--- config.mk ---
export PLATFORM = sky130hd
export DESIGN_NAME = bram_stream_seq
export DESIGN_NICKNAME = d
export VERILOG_FILES = /design/src/rtl/bram_seq_pkg.sv /design/src/rtl/bram_seq_fifo.sv /design/src/rtl/bram_stream_seq.sv
export SDC_FILE = /design/constraint.sdc
export NUM_CORES = 1
export LEC_CHECK = 0
export CORE_MARGIN = 2
export CORE_UTILIZATION = 51
export CTS_CLUSTER_SIZE = 28
export DETAILED_ROUTE_END_ITERATION = 7
export GPL_TIMING_DRIVEN = 0
export PLACE_DENSITY = 0.86
export SYNTH_ARGS = -nofsm -noshare
export SYNTH_HDL_FRONTEND = slang
export SYNTH_SLANG_ARGS = --single-unit
--- constraint.sdc ---
create_clock -name clk -period 2.8 [get_ports clk]
set_input_delay 0.56 -clock clk [delete_from_list [all_inputs] [get_ports clk]]
set_output_delay 0.56 -clock clk [all_outputs]
set_load 0.1 [all_outputs]
--- src/rtl/bram_seq_pkg.sv ---
// Shared types and default widths for the BRAM stream sequencer.
package bram_seq_pkg;

  localparam int BRAM_ADDR_W = 17;
  localparam int BRAM_DATA_W = 8;

  typedef logic [BRAM_ADDR_W-1:0] addr_t;
  typedef logic [BRAM_DATA_W-1:0] data_t;

  typedef enum logic [2:0] {
    IDLE  = 3'd0,
    WR    = 3'd1,
    RD    = 3'd2,
    DRAIN = 3'd3,
    DONE  = 3'd4
  } state_t;

endpackage

--- src/rtl/bram_seq_fifo.sv ---
// Read-return buffer: small synchronous FIFO with occupancy count.
// DEPTH must be a power of two so the pointers wrap naturally.
module bram_seq_fifo #(
  parameter int DEPTH = 4,
  parameter int W     = 8,
  localparam int AW   = $clog2(DEPTH),
  localparam int CW   = AW + 1
) (
  input  logic          clk,
  input  logic          rst_n,
  input  logic          push,
  input  logic          pop,
  input  logic [W-1:0]  wdata,
  output logic [W-1:0]  rdata,
  output logic [CW-1:0] count,
  output logic          empty,
  output logic          full
);

  logic [W-1:0]  mem [DEPTH];
  logic [AW-1:0] wr_ptr;
  logic [AW-1:0] rd_ptr;
  logic          do_push;
  logic          do_pop;

  assign empty   = (count == '0);
  assign full    = (count == CW'(DEPTH));
  assign do_push = push && !full;
  assign do_pop  = pop && !empty;
  assign rdata   = mem[rd_ptr];

  // Storage array carries no reset; only pointers and count define contents.
  always_ff @(posedge clk) begin
    if (do_push) mem[wr_ptr] <= wdata;
  end

  // Pointer and occupancy tracking; simultaneous push and pop keep count.
  always_ff @(posedge clk or negedge rst_n) begin
    if (!rst_n) begin
      wr_ptr <= '0;
      rd_ptr <= '0;
      count  <= '0;
    end else begin
      if (do_push) wr_ptr <= wr_ptr + AW'(1);
      if (do_pop)  rd_ptr <= rd_ptr + AW'(1);
      case ({do_push, do_pop})
        2'b10:   count <= count + CW'(1);
        2'b01:   count <= count - CW'(1);
        default: count <= count;
      endcase
    end
  end

endmodule

--- src/rtl/bram_stream_seq.sv ---
// Command sequencer in front of bram_if_ctrl: write jobs turn an input byte
// stream into write commands; read jobs issue credit-limited read commands
// and stream the returned bytes out with a last marker.
// Optional macro BRAM_SEQ_BASE_EN adds a base_addr port latched on start;
// without it every job starts at address 0.
module bram_stream_seq
  import bram_seq_pkg::*;
#(
  parameter int ADDR_W     = BRAM_ADDR_W,
  parameter int DATA_W     = BRAM_DATA_W,
  parameter int FIFO_DEPTH = 4
) (
  input  logic              clk,
  input  logic              rst_n,
  input  logic              start_wr,
  input  logic              start_rd,
  input  logic [ADDR_W-1:0] len,
`ifdef BRAM_SEQ_BASE_EN
  input  logic [ADDR_W-1:0] base_addr,
`endif
  output logic              busy,
  output logic              done,
  input  logic              s_valid,
  input  logic [DATA_W-1:0] s_data,
  output logic              s_ready,
  output logic              m_valid,
  output logic [DATA_W-1:0] m_data,
  output logic              m_last,
  input  logic              m_ready,
  output logic              en,
  output logic              wr,
  output logic [ADDR_W-1:0] addr_in,
  output logic [DATA_W-1:0] wdata_in,
  input  logic              rdata_rdy,
  input  logic [DATA_W-1:0] rdata_out
);

  localparam int CW = $clog2(FIFO_DEPTH) + 1;

  state_t            state;
  state_t            state_nxt;
  logic [ADDR_W-1:0] cnt;
  logic [ADDR_W-1:0] cnt_nxt;
  logic [ADDR_W-1:0] len_q;
  logic [ADDR_W-1:0] base_q;
  logic [ADDR_W-1:0] pop_cnt;
  logic [CW-1:0]     outstanding;
  logic [CW-1:0]     fifo_count;
  logic              fifo_empty;
  logic              fifo_full;
  logic [DATA_W-1:0] fifo_head;
  logic              accept;
  logic              issue;
  logic              ret;
  logic              pop;
  logic              credit_ok;

  assign busy      = (state != IDLE);
  assign done      = (state == DONE);
  assign s_ready   = (state == WR);
  assign cnt_nxt   = cnt + ADDR_W'(1);
  // A read may only go out if its byte is guaranteed a FIFO slot.
  assign credit_ok = ({1'b0, fifo_count} + {1'b0, outstanding}) < (CW+1)'(FIFO_DEPTH);
  // Returns with nothing outstanding are strays (e.g. after a reset) and are dropped.
  assign ret       = rdata_rdy && (outstanding != '0);
  assign m_valid   = !fifo_empty;
  assign m_data    = fifo_empty ? '0 : fifo_head;
  assign pop       = !fifo_empty && m_ready;
  assign m_last    = !fifo_empty && (pop_cnt == len_q - ADDR_W'(1));

  bram_seq_fifo #(
    .DEPTH (FIFO_DEPTH),
    .W     (DATA_W)
  ) u_fifo (
    .clk   (clk),
    .rst_n (rst_n),
    .push  (ret && !fifo_full),
    .pop   (pop),
    .wdata (rdata_out),
    .rdata (fifo_head),
    .count (fifo_count),
    .empty (fifo_empty),
    .full  (fifo_full)
  );

  // State register.
  always_ff @(posedge clk or negedge rst_n) begin
    if (!rst_n) state <= IDLE;
    else        state <= state_nxt;
  end

  // Next-state logic plus per-cycle write-accept and read-issue decisions.
  always_comb begin
    state_nxt = state;
    accept    = 1'b0;
    issue     = 1'b0;
    case (state)
      IDLE: begin
        if (start_wr)      state_nxt = (len == '0) ? DONE : WR;
        else if (start_rd) state_nxt = (len == '0) ? DONE : RD;
      end
      WR: begin
        accept = s_valid;
        if (s_valid && (cnt_nxt == len_q)) state_nxt = DONE;
      end
      RD: begin
        issue = credit_ok && (cnt < len_q);
        if (issue && (cnt_nxt == len_q)) state_nxt = DRAIN;
      end
      DRAIN: begin
        if ((outstanding == '0) && fifo_empty) state_nxt = DONE;
      end
      DONE:    state_nxt = IDLE;
      default: state_nxt = IDLE;
    endcase
  end

  // Job registers, registered command outputs and read bookkeeping.
  always_ff @(posedge clk or negedge rst_n) begin
    if (!rst_n) begin
      cnt         <= '0;
      len_q       <= '0;
      base_q      <= '0;
      pop_cnt     <= '0;
      outstanding <= '0;
      en          <= 1'b0;
      wr          <= 1'b0;
      addr_in     <= '0;
      wdata_in    <= '0;
    end else begin
      en <= 1'b0;
      if ((state == IDLE) && (start_wr || start_rd)) begin
        len_q   <= len;
`ifdef BRAM_SEQ_BASE_EN
        base_q  <= base_addr;
`else
        base_q  <= '0;
`endif
        cnt     <= '0;
        pop_cnt <= '0;
      end
      if (accept || issue) begin
        en      <= 1'b1;
        wr      <= accept;
        addr_in <= base_q + cnt;
        cnt     <= cnt_nxt;
      end
      if (accept) wdata_in <= s_data;
      case ({issue, ret})
        2'b10:   outstanding <= outstanding + CW'(1);
        2'b01:   outstanding <= outstanding - CW'(1);
        default: outstanding <= outstanding;
      endcase
      if (pop) pop_cnt <= pop_cnt + ADDR_W'(1);
    end
  end

endmodule

==> flow_summary.toml <==
[worst_setup_path]
arrival_ns = 2.93
crit_path_end_kind = "primary output"
crit_chain = "inv_2, ha_4, nor3b_4, buf_6, a21oi_2, or2_1, a211oi_2, a41oi_2, a2111oi_4, and3_4, buf_12"
path_class = "register to primary output"
crit_fanout = 3
worstPathRequired_ns = 2.24
cpPeakStageDelay_ns = 0.41
cp-start-kind = "register"
cpMaxStageDelayCell = "dfrtp_1"

[clock_tree]
cts_sinks = 123
cts_max_level = 4
clockBufferDepth = 2
ctsRootBufferMaster = "clkbuf_16"
insertion_delay_ns = 0.43
cts_buffers = 17
clkTransAtPathRegs_ns = 0.06
cts_tree = "built"
hold_buffers = 0

[global_route]
antenna_found_initial = 0
grt_overflow = 0
grt_pass1_vias = 5819
grt_max_degree = 47
track_usage_pct = 25.49
grt_pass1_wl_um = 28430

[synthesis]
synth.avg_cell_area_um2 = 10.33
synth.most_common_cell = "dfrtp_1"
ys.flop_type = "dfrtp_1"
synth_edf_count = 32
postSynth.asyncResetShare_pct = 73.98
yosys.cell_types.count = 62
synth_area_leaders = "dfrtp_1 34%, edfxtp_1 14%, o21ai_0 5.6%"
netlist.area_leader.share_pct = 33.90
synthesis.nets = 720
netlist_area_um2 = 6716
ys_seq_area_share_pct = 48.21
synthCells = 650
ys_ff_latch = 123
synth_commonest_cells = "91 x dfrtp_1, 75 x o21ai_0, 56 x nand2_1, 40 x nor2_1"
yosysTopAreaCell = "dfrtp_1"
yosys_warnings = 0

[sta]
relSlewSlack_pct = 32.81
rsz0062_at_grt = "true"
period_minus_slack_ns = 3.490
fin_crit_sh_pct = 124.6
finalMaxSlewViolations = 0
worst_pin_slew_ns = 1.005
fmax_mhz = 286.6
fin_skew_ns = 0.007429
hold_slack_ns = 0.1479
setup_ws_ns = -0.6896
setup_viol = 3
finalHoldViolCount = 0

[flow_run]
drv_cap = 0

[worst_hold_path]
holdCritPathClass = "input pin to async pin"

[floorplanning]
die_x_um = 118.8
die_y_um = 118.8
io_pins = 80
core_area_um2 = 12720
placementRows = 41
die_area_um2 = 14100
initial_core_util_pct = 52.79

[power]
vdd_drop_max_mv = 0.7615
p_total_mw = 10.42
powerDensity_nw_per_um2 = 1172
p_leak_nw = 3.704

[placement]
place_hpwl_um = 12070
port_buffers = 79
gp_congestion = 1.017

[status]
failed_checks = "setup timing"
status = "complete, but fails checks"

[finish]
nets = 845
num_antenna_cells = 0
n_fill_cell = 904
utilization_pct = 69.88
area_growth_pct = 32.36
drive_above_1_share_pct = 22.84

[route]
drt_pass1_iterations = 4
wl_um = 18320
vias = 5773
wire_per_inst_um = 19.08
drt_iter0_drc = 466
drc = 0
vias_per_cell = 6.014
antenna_left = 0
[state kept, by name (all words and copies together), names as in the netlist]
register       cells
u_fifo.wr_ptr      2
outstanding        3
wr                 1
len_q             17
addr_in           17
en                 1
wdata_in           8
state              3
u_fifo.mem        32
pop_cnt           17
cnt               17
u_fifo.count       3
u_fifo.rd_ptr      2
[worst max-delay path, delay by kind of cell (launching register included)]
family | cells | cell delay [ns]
AND/OR/NAND/NOR | 3 | 0.75
buffers and inverters | 3 | 0.42
flip-flops | 1 | 0.41
adder cells (fa/ha/maj) | 1 | 0.15
AO/OA/AOI/OAI | 4 | 0.79
[metrics by stage]
stage                     setup slack (ns)  instances  cell area, um^2  setup TNS (ns)
after detailed placement            -1.361        902             7792          -9.905
after global routing               -0.7690        960             8890          -1.346
after floorplan                    0.02105        650             6761               0
after global placement              -2.052        901             7767         -192.88
after CTS                          -0.6228        941             8554         -0.6705
final                              -0.6896        960             8890         -0.7689
[final cells by class]
cell class / count / area [um^2] / share of cell area [%]
inverter: 33 / 130.1 / 1.464
tap: 172 / 215.2 / 2.421
buffer: 20 / 123.9 / 1.393
timing repair buffer: 112 / 1066 / 11.99
multi-input combinational: 467 / 3530 / 39.70
clock buffer: 19 / 442.9 / 4.982
sequential: 123 / 3257 / 36.64
clock inverter: 13 / 117.6 / 1.323
timing repair inverter: 1 / 7.507 / 0.08445
[path summary, 6_finish.rpt]
check / startpoint / endpoint / slack [ns] / depth (start not counted)
worst min-delay path: rst_n / addr_in[9]$_DFFE_PN0P_ / 0.15 / 1
worst max register to register: len_q[6]$_DFFE_PN0P_ / outstanding[2]$_DFFE_PN0P_ / -0.04 / 16
max in group asynchronous: rst_n / u_fifo.rd_ptr[0]$_DFFE_PN0P_ / 1.99 / 2
worst max-delay path: len_q[1]$_DFFE_PN0P_ / m_last / -0.69 / 11
min in group clk: wr$_DFFE_PN0P_ / wr$_DFFE_PN0P_ / 0.48 / 1
worst min register to register: wr$_DFFE_PN0P_ / wr$_DFFE_PN0P_ / 0.48 / 1
[logic make-up (layout without fill, tap and decap cells)]
family	Yosys count	after routing	synth area share (%)
xor gates and xnor gates	46	46	5.999
muxes	32	32	6.688
buffers and inverters	60	198	3.540
and+or+nand+nor	219	219	17.06
DFF	123	123	48.21
adders and majority gates	30	30	5.812
AOI/OAI and AO/OA	140	140	12.69
[repair_timing]
action / in CTS / in global routing
cloned: 0 / 2
pin swaps: 11 / 19
resized for setup: 74 / 73
setup endpoints to repair: 43 / 37
buffers inserted: 13 / 18
[layer usage]
metal | share of wire [%] | up-vias | track usage (%)
met5 | 0 | - | 0
met4 | 3.7 | 0 | 11.83
met3 | 6.1 | 60 | 5.840
li1 | - | 2611 | -
met2 | 51 | 265 | 43.93
met1 | 39 | 2837 | 30.15
[power breakdown]
group	total [mW]	internal, mW	switching [mW]	leakage [nW]
combinational	5.50	1.93	3.57	1.97
clock	2.09	1.24	0.850	0.262
sequential	2.83	2.32	0.511	1.47
total	10.4	5.49	4.93	3.70
[placed cells by master (no fill, tap or decap), types with 5 or more instances in the layout]
cell type and n:
inv_2 6, or3_1 5, clkinvlp_4 7, dfrtp_1 78
xnor2_1 26, buf_6 10, ha_1 22, dfrtp_2 12
nor2_1 37, and3_1 14, o21ai_1 13, buf_4 26
clkbuf_1 10, nor3_1 6, nor4_1 5, o31ai_1 8
nand4_1 10, ha_4 5, mux2_2 23, clkbuf_16 17
nor2b_1 7, clkdlybuf4s50_1 65, edfxtp_1 32, buf_2 8
inv_1 25, o21ai_0 62, xor2_1 19, and4_1 5
nand2_1 55, a21oi_1 17, mux4_2 8, nand3_1 23
and2_1 15
(Power assumes the default switching activity.)
